**config.mk**
```make
export PLATFORM = sky130hd
export DESIGN_NAME = result_reader
export DESIGN_NICKNAME = d
export VERILOG_FILES = /design/src/rtl/result_reader.sv
export SDC_FILE = /design/constraint.sdc
export NUM_CORES = 1
export LEC_CHECK = 0
export ABC_AREA = 1
export CORE_MARGIN = 1.5
export CORE_UTILIZATION = 35
export DETAILED_ROUTE_END_ITERATION = 10
export PLACE_DENSITY_LB_ADDON = 0.3
export SYNTH_ARGS = -nofsm -noshare
export SYNTH_HDL_FRONTEND = slang
export SYNTH_SLANG_ARGS = --single-unit
```
**constraint.sdc**
```tcl
create_clock -name clk_i -period 1.4 [get_ports clk_i]
set_clock_uncertainty 0.15 [all_clocks]
set_input_delay 0.35 -clock clk_i [delete_from_list [all_inputs] [get_ports clk_i]]
set_output_delay 0.35 -clock clk_i [all_outputs]
set_load 0.005 [all_outputs]
```
**src/rtl/result_reader.sv**
```systemverilog
// Drains MEM_DEPTH words from a synchronous-read result memory and streams them out with valid/ready.
// Define RESULT_READER_CHECKSUM_EN to get a running modulo-2^MEM_WIDTH sum of accepted words on checksum_o.
module result_reader #(
    parameter int MEM_DEPTH = 8,
    parameter int MEM_WIDTH = 32
) (
    input  logic                         clk_i,
    input  logic                         rst_ni,
    input  logic                         start_i,
    output logic [$clog2(MEM_DEPTH)-1:0] mem_addr_o,
    input  logic [MEM_WIDTH-1:0]         mem_rdata_i,
    output logic [MEM_WIDTH-1:0]         data_o,
    output logic [$clog2(MEM_DEPTH)-1:0] index_o,
    output logic                         data_valid_o,
    input  logic                         data_ready_i,
    output logic                         busy_o,
    output logic                         done_o,
    output logic [MEM_WIDTH-1:0]         checksum_o
);

    localparam int AW = $clog2(MEM_DEPTH);
    localparam logic [AW-1:0] LAST_IDX = AW'(MEM_DEPTH - 1);

    localparam logic [2:0] S_IDLE  = 3'd0;
    localparam logic [2:0] S_FETCH = 3'd1;
    localparam logic [2:0] S_WAIT  = 3'd2;
    localparam logic [2:0] S_SEND  = 3'd3;
    localparam logic [2:0] S_DONE  = 3'd4;

    logic [2:0]           r_state;
    logic [2:0]           w_next;
    logic [AW-1:0]        r_idx;
    logic [AW-1:0]        r_mem_addr;
    logic [AW-1:0]        r_index;
    logic [MEM_WIDTH-1:0] r_data;
    logic                 w_start;
    logic                 w_accept;
    logic                 w_last;

    assign w_start  = (r_state == S_IDLE) && start_i;
    assign w_accept = (r_state == S_SEND) && data_ready_i;
    assign w_last   = (r_idx == LAST_IDX);

    always_comb begin
        w_next = r_state;
        case (r_state)
            S_IDLE:  if (start_i) w_next = S_FETCH;
            S_FETCH: w_next = S_WAIT;
            S_WAIT:  w_next = S_SEND;
            S_SEND:  if (data_ready_i) w_next = w_last ? S_DONE : S_FETCH;
            S_DONE:  w_next = S_IDLE;
            default: w_next = S_IDLE;
        endcase
    end

    // The address register is loaded on entry to FETCH so it equals the index there and holds elsewhere.
    always_ff @(posedge clk_i or negedge rst_ni) begin
        if (!rst_ni) begin
            r_state    <= S_IDLE;
            r_idx      <= '0;
            r_mem_addr <= '0;
            r_index    <= '0;
            r_data     <= '0;
        end else begin
            r_state <= w_next;
            if (w_start) begin
                r_idx      <= '0;
                r_mem_addr <= '0;
            end
            if (r_state == S_WAIT) begin
                r_data  <= mem_rdata_i;
                r_index <= r_idx;
            end
            if (w_accept && !w_last) begin
                r_idx      <= r_idx + 1'b1;
                r_mem_addr <= r_idx + 1'b1;
            end
        end
    end

`ifdef RESULT_READER_CHECKSUM_EN
    logic [MEM_WIDTH-1:0] r_checksum;

    always_ff @(posedge clk_i or negedge rst_ni) begin
        if (!rst_ni) begin
            r_checksum <= '0;
        end else if (w_start) begin
            r_checksum <= '0;
        end else if (w_accept) begin
            r_checksum <= r_checksum + r_data;
        end
    end

    assign checksum_o = r_checksum;
`else
    assign checksum_o = '0;
`endif

    assign mem_addr_o   = r_mem_addr;
    assign data_o       = r_data;
    assign index_o      = r_index;
    assign data_valid_o = (r_state == S_SEND);
    assign busy_o       = (r_state != S_IDLE);
    assign done_o       = (r_state == S_DONE);

endmodule

```
## Word level (Yosys, flattened, before mapping)

Index checks and enable logic that the tools add are counted.
Widths: inputs -> output; s select.

| word-level totals | value |
|---|---|
| bits in registers | 41 |
| input port bits | 36 |
| output and inout port bits | 73 |
| logic and storage cells | 26 |

| cells by class | value |
|---|---|
| add/subtract/negate cells | 1 |
| equality and inequality tests | 7 |
| reductions and logical operators | 8 |
| muxes and demuxes | 6 |

Operators with widths:

| kind | count |
|---|---|
| $mux 3 | 5 |
| $pmux 3 s4 | 1 |
| $eq 3x2->1 const B | 2 |
| $eq 3x3->1 const B | 2 |
| $add 3x1->3 const B | 1 |
| $eq 3x1->1 const B | 1 |
| $logic_and 1x1->1 | 3 |
| $logic_not 3->1 | 1 |
| $reduce_bool 3->1 | 1 |
| $ne 2x1->1 const B | 1 |
| $ne 2x2->1 const B | 1 |
| $reduce_and 2->1 | 1 |
| $reduce_bool 2->1 | 1 |
| $logic_not 1->1 | 1 |

## Longest topological paths before layout

Gate-level depths: netlist (run 1).

| logic depth | value |
|---|---|
| depth after elaboration | 4 |
| mapped depth | 7 |
| gate-level depth less buffers | 7 |

## Worst setup path after synthesis (run 1)

OpenSTA, ideal clock, no wires.

| timing | value |
|---|---|
| path type | register -> register |
| start point | reg mem_addr_o[0] (netlist name) |
| end point | reg r_mem_addr[0] (netlist: mem_addr_o[0]) |
| buffers on the path | 0 |
| arrival time | 1.194 ns |
| setup time | 0.118 ns |
| setup slack | -0.062 ns |
| stages on the path, launching flop included | 7 |
| clock period less this slack | 1.462 ns |
| data required time | 1.132 ns |
| cell sequence | dfrtp_1 > ha_1 > ha_1 > nor2_1 > nand2_1 > nand3_1 > nand2_1 |

RTL lines:

| what | line | RTL |
|---|---|---|
| end signal, assigned | 76 | `r_mem_addr <= r_idx + 1'b1;` |
| end, declared | 33 | `logic [AW-1:0] r_mem_addr;` |

## Worst setup path in the final report (run 1)

| timing | value |
|---|---|
| start point | reg r_state[0] |
| end point | out busy_o |

| on the way | value |
|---|---|
| longest elaborated chain between the ends | 1 |

Ends and longest elaborated chain:

| what | line | RTL |
|---|---|---|
| start, declared | 30 | `logic [2:0] r_state;` |
| start signal, assigned | 65 | `r_state <= w_next;` |
| $reduce_bool 3->1 | 103 | `assign busy_o = (r_state != S_IDLE);` |
| end, declared | 16 | `output logic busy_o,` |

No other way between the ends.

==> results of run 1 <==
-- area by class of cell --
cell class	instances	area (um2)	share of cell area, %
Sequential cell	41	1027	33.55
Timing Repair Buffer	123	1006	32.86
Multi-Input combinational cell	168	820.8	26.81
Clock buffer	7	96.34	3.147
Tap cell	70	87.58	2.861
Inverter	5	18.77	0.6130
Clock inverter	1	5.005	0.1635
-- through the flow --
step	std cells	TNS, ns	cell area [um2]
2_1_floorplan	256	0	2068
3_3_place_gp	380	-1.003	2778
3_5_place_dp	380	-1.333	2778
4_1_cts	403	-1.503	3073
5_1_grt	415	-4.800	3062
6_report	415	-1.973	3062
-- how the worst min path moves through the flow --
stage / slack, ns / end / from
after detailed placement: 0.19 / data_o[31] / rst_ni
after floorplan: -0.1 / data_o[0] / rst_ni
after global routing: 0.34 / data_o[2] / data_o[2]
final: 0.32 / data_o[2] / data_o[2]
after global placement: 0.19 / data_o[31] / rst_ni
after CTS: 0.33 / data_o[24] / data_o[24]
-- worst max-delay path: stages, from the launching register on --
cell and delay [ns]:
dfrtp_1 0.40, buf_6 0.13, nor2_4 0.08, buf_6 0.11, nand2_4 0.05, buf_6 0.11
-- placed cells by master (no fill, tap or decap), drive strengths merged --
| master | synthesis | final |
|---|---|---|
| nand2 | 82 | 82 |
| dfrtp | 41 | 41 |
| clkbuf | 3 | 34 |
| conb | 1 | 32 |
| o21ai | 3 | 3 |
| clkinv | 0 | 1 |
| clkdlybuf4s15 | 0 | 6 |
| dlygate4sd3 | 0 | 1 |
| clkdlybuf4s50 | 0 | 34 |
| nor2 | 7 | 7 |
| inv | 5 | 5 |
| nand3 | 42 | 42 |
| ha | 2 | 2 |
| buf | 39 | 55 |
-- flip-flops by register name, summed over array words and instances (netlist names) --
signal      count
mem_addr_o      3
r_state         3
data_o         32
index_o         3
-- logic make-up after synthesis --
group                      Yosys count
buffers and inverters               47
other                                1
and+or+nand+nor                    131
AOI/OAI and AO/OA                    3
adders and majority gates            2
DFF                                 41
-- layer usage --
layer  part of all wire, %  up-vias  GRT usage (%)
met5                     0        -              0
met4                  0.98        0          5.818
met3                   5.8        6          4.353
met2                    48       71          26.61
met1                    45      852          20.81
li1                      -      885              -
-- where the power goes --
part	total, uW	internal [uW]	switching, uW	leakage (uW)
logic	3240	1710	1530	0.00109
clock network	843	446	397	0.0000542
registers	2070	1750	320	0.000505
total	6150	3910	2250	0.00165
-- timing repair --
action                                 4_1_cts  5_1_grt
setup endpoints to repair                   47       72
hold buffers                                 1        0
buffers inserted                            15       12
pin swaps                                    7       11
resized for setup                          128       36
endpoints found under the hold margin       41        0
==> impl_metrics.ini, run 1 <==
[critical_path]
crit_fanout = 2
rr_worst_depth = 7
r2r_start = r_state[0]
regToRegEndpoint = data_o[10]
cp-start-kind = flop
crit_end = busy_o
cp-end-kind = output port
r2r_setup_slack_ns = -0.05
critPathKind = reg2out
crit_start = r_state[0]
crit_arrival_ns = 1.17
required_ns = 0.90

[place]
hpwlAfterDp_mm = 3.212
post-place-ws_ns = -0.3105
port_buffers = 76
place.gp.congestion = 0.7896

[drt]
drt_iter0_drc = 85
wl_per_cell_um = 11.85
drcViolationCount = 0
totalWireLength_mm = 4.918
ant_nets = 0
routed_via_density = 4.371
vias = 1814
dr.pass1.iters = 4

[synthesis]
synth-xor-area-share_pct = 0
synth_edf_count = 0
synthTopCellsByArea = dfrtp_1 53%, nand2_1 16%, buf_4 14%
avgSynthCellArea_um2 = 8.653
synth_seq_cells = 41
synthFlopType = dfrtp_1
yosys.area.top_type = dfrtp_1
synth_most_common_cell = nand2_1
synth_top_family_by_area = simple AND/OR/NAND/NOR gates
async_flop_share_pct = 100.0
synth_top_area_share_pct = 52.70
netlist_top_cells_count = 81 x nand2_1, 42 x nand3_1, 41 x dfrtp_1
ys_seq_area_share_pct = 52.70
netlist_instances = 225
synth-simple-area-share_pct = 28.86
yosys_warnings = 0
synthDistinctLibCells = 13
synthAdderAreaFrac_pct = 1.285
synth_compound_area_share_pct = 0.7712
synthMuxAreaShare_pct = 0
syn_area_um2 = 1947

[grt]
grt_max_degree = 42
overflow = 0
antenna_found_initial = 0
grt_pass1_wl_mm = 7.852
track_usage_pct = 16.34
grt_pass1_vias = 1686

[cts]
ctsRootBufferMaster = clkbuf_8
h-tree-depth = 2
clk_latency_ns = 0.29
path_clk_slew_ns = 0.08
cts_buffer_depth = 2
numCtsBuffers = 5
clock-sinks = 41
cts_tree = built

[floorplanning]
dieArea_um2 = 6019
die_y_um = 77.58
coreArea_um2 = 5238
rows = 26
start_util_pct = 37.17
io_pins = 109
die_w_um = 77.58

[job]
maxCapViolations = 0

[status]
violations = setup timing
outcome = finished, violations left

[sta]
min_period_ns = 1.668
hold_viol = 0
final.period_utilization_pct = 119.2
rsz0062_at_grt = yes
slew_viol_final = 0
fmaxAchievable_ghz = 0.5994
layout_setup_ws_ns = -0.2683
hold_ws_ns = 0.3244
setup_viol = 43

[layout]
fin_util_pct = 58.46
fillCellCount = 504
area_growth_pct = 57.26
drive_above_1_share_pct = 31.88
n_antenna_cell = 0
fin_nets = 382

[power]
peakVddDrop_mv = 1.059
power_density_nw_per_um2 = 2010
p_leak_uw = 0.001650
power_uw = 6154

[min_path]
hold_depth = 2
hold_class = reg2reg
Note: power is estimated with default switching activity, not from simulation.
==> run 2, diff against run 1 <==
- PLACE_DENSITY_LB_ADDON: 0.3 -> 0.1
==> run 2 against run 1 <==
Net effect: the flow still finishes with violations (setup timing); critical endpoint is now done_o; register-to-register slack worse by 0.08 ns; core utilization is 5.7 points higher; clock-buffer cell count shrank 2; maximum frequency is 5.3% higher; global-route usage up 1.0 points; first-iteration DRC count grew 11%; largest cell class is now non-clock buffers; die area did not move.
==> impl_metrics.ini, run 2 (same netlist as run 1, synthesis figures left out) <==
[critical_path]
slowest_stage = dfrtp_1
crit_chain = nor2_2 -> inv_1 -> nor2_1 -> buf_2
critPathKind = reg2out
cp-start-kind = flop
cp_slowest_stage_delay_ns = 0.41
cp-end-kind = output port
required_ns = 0.90
crit_fanout = 3
crit_arrival_ns = 1.08

[sta]
final.period_utilization_pct = 113.2
slew_viol_final = 0
min_period_ns = 1.584
fmaxAchievable_ghz = 0.6311
rsz0062_at_grt = yes
layout_setup_ws_ns = -0.1845
setup_viol = 45
hold_viol = 0

[layout]
layout.cells.non_filler = 430
final_area_um2 = 3362
area_growth_pct = 72.69
largest_reg_flops = 32
fin_nets = 397
layout_common_cells = 74 x nand2_1, 41 x dfrtp_1, 36 x nand3_1, 34 x clkdlybuf4s50_1, 33 x buf_4
n_antenna_cell = 0
drive_above_1_share_pct = 35.00
final_common_cell = nand2_1
fin_util_pct = 64.19

[grt]
grt_max_degree = 42
overflow = 0
track_usage_pct = 17.34
grt_pass1_wl_mm = 8.204
antenna_found_initial = 0
grt_pass1_vias = 1687

[drt]
ant_nets = 0
wl_per_cell_um = 13.44
dr.pass1.iters = 4
drcViolationCount = 0
totalWireLength_mm = 5.778
vias = 1874
routed_via_density = 4.358
drt_iter0_drc = 94

[place]
hpwlAfterDp_mm = 3.147
place_inst = 378
post-place-ws_ns = -0.3043
port_buffers = 76
place_area_um2 = 2775
place.gp.congestion = 0.7442

[cts]
h-tree-depth = 2
ctsRootBufferMaster = clkbuf_8
numCtsBuffers = 5
path_clk_slew_ns = 0.08
cts_tree = built
cts_buffer_depth = 2
clk_latency_ns = 0.29
clock-sinks = 41

[floorplanning]
start_util_pct = 37.17
die_y_um = 77.58
coreArea_um2 = 5238
io_pins = 109
dieArea_um2 = 6019
die_w_um = 77.58
rows = 26

[power]
power_uw = 7102
p_leak_uw = 0.001789
peakVddDrop_mv = 0.9534
power_density_nw_per_um2 = 2112

[status]
outcome = finished, violations left
violations = setup timing

[min_path]
hold_class = reg2reg

[job]
maxCapViolations = 0
run 2: cell types whose count changed in the layout (fill, tap and decap cells not counted), sizes merged:
cell,change
buf,+14
clkbuf,-3
bufinv,+2
clkdlybuf4s15,+2
run 2: layout make-up:
| cell class | count | area [um2] |
|---|---|---|
| fill | 490 | 1876 |
| clock inverter | 3 | 65.06 |
| sequential | 41 | 1026 |
| timing repair buffer | 138 | 1265 |
| inverter | 5 | 18.77 |
| tap | 70 | 87.58 |
| multi-input combinational | 168 | 830.8 |
| clock buffer | 5 | 68.82 |
run 2: path summary, 6_finish.rpt:
path | from | endpoint | slack [ns] | cells after the start
setup / recovery | r_state[1] | done_o | -0.18 | 4
hold / removal | data_o[20] | data_o[20] | 0.32 | 2
max in group asynchronous | rst_ni | data_o[28] | 0.48 | 3
setup reg to reg | mem_addr_o[0] | mem_addr_o[0] | -0.13 | 7
min in group asynchronous | rst_ni | data_o[4] | 0.41 | 3
hold reg to reg | data_o[20] | data_o[20] | 0.32 | 2
run 2: per-stage QoR:
step	hold WS (ns)	TNS (ns)
2_1_floorplan	-0.09559	0
4_1_cts	0.3274	-2.712
3_5_place_dp	0.1898	-1.128
5_1_grt	0.3432	-6.991
6_report	0.3179	-4.075
3_3_place_gp	0.1929	-1.035
run 2: metal layers:
metal,global-route usage [%],vias to the layer above,part of all wire (%)
met5,0,-,0
met4,5.455,0,0.83
met3,3.882,7,6.1
met2,27.30,73,47
met1,23.65,878,46
li1,-,916,-
run 2: power breakdown:
group	leakage, uW	internal (uW)	switching, uW
sequential	0.000506	1750	295
combinational	0.00122	2170	1760
clock	0.0000681	708	420
total	0.00179	4630	2470
run 2: critical path: cells and delay by family, from the launching register on:
kind                   cells  cell delay, ns
buffers and inverters      2            0.17
AND/OR/NAND/NOR            2            0.22
flip-flops                 1            0.41
run 2: timing repair:
| item | CTS | global route |
|---|---|---|
| endpoints found under the hold margin | 41 | 0 |
| hold buffers | 1 | 0 |
| setup endpoints to repair | 45 | 76 |
| gates resized for setup | 124 | 55 |
| pin swaps | 11 | 17 |
| buffers inserted | 29 | 10 |
| gates cloned | 0 | 7 |
